`src/rtl/mc_controller.sv`:
```
// mc_controller: multi-cycle RV32I control unit with a Moore main FSM whose
// decoded controls are registered, plus combinational immSrc and ALU decoders.
module mc_controller #(
   parameter int STATE_W = 4
) (
   input  logic               clk,
   input  logic               rst_n,
   input  logic [6:0]         op,
   input  logic [2:0]         funct3,
   input  logic               funct7b5,
   input  logic               zero,
   output logic               pcWrite,
   output logic               adrSrc,
   output logic               memWrite,
   output logic               irWrite,
   output logic [1:0]         resultSrc,
   output logic [1:0]         aluSrcA,
   output logic [1:0]         aluSrcB,
   output logic               regWrite,
   output logic [2:0]         immSrc,
   output logic [2:0]         aluControl,
   output logic               illegal,
   output logic [STATE_W-1:0] state_o
);
   typedef enum logic [3:0] {
      FETCH, DECODE, MEMADR, MEMRD, MEMWB, MEMWR, EXECR,
      ALUWB, EXECI, JAL, BRANCH, LUI, AUIPC
   } state_t;

   // alu_op: 00 add, 01 sub, 10 decode from funct fields
   typedef struct packed {
      logic       pc_write;
      logic       branch;
      logic       decode;
      logic       adr_src;
      logic       mem_write;
      logic       ir_write;
      logic [1:0] result_src;
      logic [1:0] alu_src_a;
      logic [1:0] alu_src_b;
      logic       reg_write;
      logic [1:0] alu_op;
   } ctrl_t;

   function automatic ctrl_t ctrl_of(input state_t s);
      ctrl_t c;
      c = '0;
      case (s)
         FETCH:   begin c.ir_write = 1'b1; c.pc_write = 1'b1; c.alu_src_b = 2'b10; c.result_src = 2'b10; end
         DECODE:  begin c.decode = 1'b1; c.alu_src_a = 2'b01; c.alu_src_b = 2'b01; end
         MEMADR:  begin c.alu_src_a = 2'b10; c.alu_src_b = 2'b01; end
         MEMRD:   c.adr_src = 1'b1;
         MEMWB:   begin c.result_src = 2'b01; c.reg_write = 1'b1; end
         MEMWR:   begin c.adr_src = 1'b1; c.mem_write = 1'b1; end
         EXECR:   begin c.alu_src_a = 2'b10; c.alu_op = 2'b10; end
         ALUWB:   c.reg_write = 1'b1;
         EXECI:   begin c.alu_src_a = 2'b10; c.alu_src_b = 2'b01; c.alu_op = 2'b10; end
         JAL:     begin c.alu_src_a = 2'b01; c.alu_src_b = 2'b10; c.pc_write = 1'b1; end
         BRANCH:  begin c.branch = 1'b1; c.alu_src_a = 2'b10; c.alu_op = 2'b01; end
         LUI:     begin c.alu_src_a = 2'b11; c.alu_src_b = 2'b01; end
         AUIPC:   begin c.alu_src_a = 2'b01; c.alu_src_b = 2'b01; end
         default: begin c.alu_src_b = 2'b10; c.result_src = 2'b10; end
      endcase
      return c;
   endfunction

   state_t state_q, state_d;
   ctrl_t  ctrl_q, ctrl_d;
   logic   legal_op;

   always_comb begin
      state_d = FETCH;
      case (state_q)
         FETCH:  state_d = DECODE;
         DECODE:
            case (op)
               7'b0000011, 7'b0100011: state_d = MEMADR;
               7'b0110011:             state_d = EXECR;
               7'b0010011:             state_d = EXECI;
               7'b1100011:             state_d = BRANCH;
               7'b1101111:             state_d = JAL;
               7'b0110111:             state_d = LUI;
               7'b0010111:             state_d = AUIPC;
               default:                state_d = FETCH;
            endcase
         MEMADR: state_d = op[5] ? MEMWR : MEMRD;
         MEMRD:  state_d = MEMWB;
         EXECR, EXECI, JAL, LUI, AUIPC: state_d = ALUWB;
         default: state_d = FETCH;
      endcase
      ctrl_d = ctrl_of(state_d);
   end

   always_ff @(posedge clk or negedge rst_n) begin
      if (!rst_n) begin
         state_q <= FETCH;
         ctrl_q  <= ctrl_of(FETCH);
      end else begin
         state_q <= state_d;
         ctrl_q  <= ctrl_d;
      end
   end

   always_comb begin
      legal_op = op inside {7'b0000011, 7'b0100011, 7'b0110011, 7'b0010011,
                            7'b1100011, 7'b1101111, 7'b0110111, 7'b0010111};
      case (op)
         7'b0100011:             immSrc = 3'b001;
         7'b1100011:             immSrc = 3'b010;
         7'b1101111:             immSrc = 3'b011;
         7'b0110111, 7'b0010111: immSrc = 3'b100;
         default:                immSrc = 3'b000;
      endcase
      aluControl = {2'b00, ctrl_q.alu_op[0]};
      if (ctrl_q.alu_op[1])
         case (funct3)
            3'b000:  aluControl = (op[5] & funct7b5) ? 3'b001 : 3'b000;
            3'b010:  aluControl = 3'b101;
            3'b110:  aluControl = 3'b011;
            3'b111:  aluControl = 3'b010;
            default: aluControl = 3'b000;
         endcase
   end

   // Strobes are gated by rst_n so a reset mid-instruction silences them at once
   assign pcWrite   = rst_n & (ctrl_q.pc_write |
                      (ctrl_q.branch & (funct3[2:1] == 2'b00) & (zero ^ funct3[0])));
   assign irWrite   = rst_n & ctrl_q.ir_write;
   assign regWrite  = rst_n & ctrl_q.reg_write;
   assign memWrite  = rst_n & ctrl_q.mem_write;
   assign illegal   = rst_n & ctrl_q.decode & ~legal_op;
   assign adrSrc    = ctrl_q.adr_src;
   assign resultSrc = ctrl_q.result_src;
   assign aluSrcA   = ctrl_q.alu_src_a;
   assign aluSrcB   = ctrl_q.alu_src_b;
   assign state_o   = STATE_W'(state_q);
endmodule

```
`config.mk`:
```
export PLATFORM = sky130hd
export DESIGN_NAME = mc_controller
export DESIGN_NICKNAME = d
export VERILOG_FILES = /design/src/rtl/mc_controller.sv
export SDC_FILE = /design/constraint.sdc
export NUM_CORES = 1
export LEC_CHECK = 0
export BUFFER_PORTS_ARGS = -buffer_cell sky130_fd_sc_hd__buf_2
export CORE_ASPECT_RATIO = 0.9
export CORE_MARGIN = 2
export CORE_UTILIZATION = 51
export DETAILED_ROUTE_END_ITERATION = 10
export HOLD_SLACK_MARGIN = 0.02
export PLACE_DENSITY = 0.83
export SLEW_MARGIN = 20
export SYNTH_ARGS = -nofsm -noshare
export SYNTH_HDL_FRONTEND = slang
export SYNTH_SLANG_ARGS = --single-unit
export TNS_END_PERCENT = 5
```
`constraint.sdc`:
```
create_clock -name clk -period 2.55 [get_ports clk]
set_clock_uncertainty 0.05 [all_clocks]
set_input_delay 0 -clock clk [delete_from_list [all_inputs] [get_ports clk]]
set_output_delay 0 -clock clk [all_outputs]
set_load 0.02 [all_outputs]
```
==> flow_metrics.tcl <==
set metrics [dict create \
    outcome "completed" \
    vias 1026 \
    fin_setup_tns_ns 0 \
    wl_per_cell_um 13.7 \
    globalRouteOverflowTotal 0 \
    die_area_sq_um 2910 \
    worstPathArrival_ns 2.29 \
    drt_iter0_drc 24 \
    p_switching_uw 568 \
    pin_count 36 \
    worst_ir_drop_vdd_uv 755 \
    port_buffers 35 \
    intPower_uw 771 \
    power_frac_comb 0.500 \
    vias_per_cell 5.70 \
    min_path_type "in2reg" \
    leakagePower_nw 0.674 \
    antenna_found_initial 0 \
    postSynthCellCount 126 \
    synth_warnings 0 \
    fp.coreArea_sq_um 2400 \
    period_share 0.841 \
    numCtsBuffers 3 \
    drtAntennaViolNets 0 \
    clock_sinks 19 \
    drc 0 \
    seq_area_frac_synth 0.377 \
    p_total_mw 1.34 \
    synth_ff_type "dfrtp_1" \
    antenna_cells 0 \
    slew-limit-headroom 0.674 \
    p_per_area_nw_per_um2 955 \
    syn_avg_cell_area_sq_um 10.1 \
    cts_tree "yes" \
    synthTopCellsByArea "dfrtp_1 (29%), dfstp_2 (8.3%), buf_6 (4.4%)" \
    pwr-share-clk 0.111 \
    worst_slew_pin_slew_ns 0.488 \
    clk_pin_slew_ns 0.10 \
    grt_util_all_layers 0.189 \
    synth.top_cell.area_share 0.295 \
    syn_area_sq_um 1270 \
    synthToLayoutAreaGrowth_pct 10.1 \
    synthMostInstantiatedCell "dfrtp_1" \
    drive_gt1_frac 0.375 \
    cts_htree_levels 1 \
    die_w_um 56.7 \
    drv_slew 0 \
    rsz0062_at_grt "false" \
    gp_congestion 0.867 \
    fp-row-count 17 \
    dr.pass1.iters 4 \
    crit_path_end_kind "flip-flop" \
    yosys.area.top_type "dfrtp_1" \
    worstSetupPathType "reg2reg" \
    dp_hpwl_um 1900 \
    grt_pass1_wl_um 4220 \
    critical_path_required_ns 2.70 \
    async_reset_ff_frac 1.00 \
    clock_latency_ns 0.30 \
    synthDistinctLibCells 52 \
    die_y_um 51.4 \
    nNetsFinal 167 \
    drv_cap 0 \
    start_kind "flip-flop" \
    synth_nets 140 \
    synth-seq-cells 19 \
    root_buffer "clkbuf_4" \
    power_frac_seq 0.389 \
    synthTopCellsByCount "dfrtp_1 (15), buf_4 (7), nand2_1 (7), nor2_1 (7)" \
    max_freq_ghz 0.466 \
    grt_pass1_vias 935 \
    synth-edff-count 0 \
    grt_max_degree 25 \
    cts_resized 0 \
    setup_violations 0 \
    netSwitchingFraction 0.424 \
    start_util 0.530 \
    critPathMaxFanout 14 \
    finalWirelength_um 2470 \
    max-clock-path-buffers 2 \
    hold_viol_final 0 \
    fin_crit_ns 2.14 \
]
-- power by group through the flow --
stage	logic [mW]	clock network (mW)	registers, mW
after floorplan	0.584	0	0.516
after CTS	0.669	0.155	0.522
after global placement	0.649	0	0.519
final	0.670	0.148	0.521
after detailed placement	0.666	0	0.528
after global routing	0.729	0.170	0.542
-- per-stage QoR --
stage	instance area (sq um)	std cells	utilization	hold WS, ns	setup slack (ns)
6_report	1400	180	0.584	0.0437	0.405
5_1_grt	1400	180	0.584	0.0299	0.278
4_1_cts	1400	180	0.584	0.0344	0.429
3_5_place_dp	1370	175	0.568	-0.0732	0.472
3_3_place_gp	1370	175	0.568	-0.0818	0.567
2_1_floorplan	1270	126	-	-0.346	0.585
-- cell usage in the layout, fill, tap and decap left out, drive strengths merged, types with 2 or more instances in the layout --
cell,Yosys,layout
or2,2,2
o211ai,2,2
dfstp,4,4
nand2,8,8
a21oi,3,3
a22o,3,3
and3,3,3
and2,7,7
a221oi,2,2
nor3b,4,4
a31oi,2,2
nand2b,2,2
clkbuf,0,3
o21a,2,2
inv,5,5
or2b,2,2
dfrtp,15,15
buf,14,35
nor4,2,2
nor2,7,7
xor2,3,3
o21ai,5,5
nor4b,3,3
nor3,3,3
nor2b,5,5
-- critical path: stages (launching register included) --
cell	delay, ns
dfrtp_1	0.62
nor4b_4	0.34
nand2_2	0.10
or2_0	0.33
a22o_1	0.28
nor4b_1	0.32
-- registers in the layout, indices dropped and copies added, names as in the netlist --
name and flops:
ctrl_q 8, state_o 4, aluSrcA 2, aluSrcB 2, resultSrc 2, adrSrc 1
-- kinds of logic (layout without fill, tap and decap cells) --
group                     after synthesis  in the layout  synth area share
AOI/OAI and AO/OA                      29             29             0.201
xor gates and xnor gates                4              4            0.0275
buffers and inverters                  19             45             0.108
DFF                                    19             19             0.377
muxes                                   2              2            0.0167
and+or+nand+nor                        53             53             0.269
-- layer usage --
metal,up-vias,global-route usage,routed length [um]
met5,-,0,0
met4,0,0.0913,44
met3,7,0.0304,159
met2,39,0.304,1120
met1,487,0.249,1140
li1,493,-,-
-- path summary, 6_finish.rpt --
kind	from	end	slack [ns]	depth (start not counted)
setup / recovery	state_o[0]	aluSrcB[1]	0.41	5
setup reg to reg	state_o[0]	aluSrcB[1]	0.41	5
hold reg to reg	state_o[1]	resultSrc[0]	0.70	1
min in group asynchronous	rst_n	state_o[3]	0.13	2
hold / removal	op[5]	ctrl_q[10]	0.04	2
max in group asynchronous	rst_n	resultSrc[1]	1.99	2
-- cell type report --
cell class              instances  area [sq um]
fillers                       198          1000
flip-flops and latches         19           480
repair buffers                 36           185
multi-input cells              88           656
clock inverters                 1          5.00
well taps                      28          35.0
inverters                       5          18.8
clock buffers                   3          22.5
-- what timing repair did --
item | in CTS | in global routing
hold buffers | 1 | 0
endpoints found under the hold margin | 19 | 0
buffers inserted | 0 | 0
No activity file was read; power rests on OpenSTA's default activity.
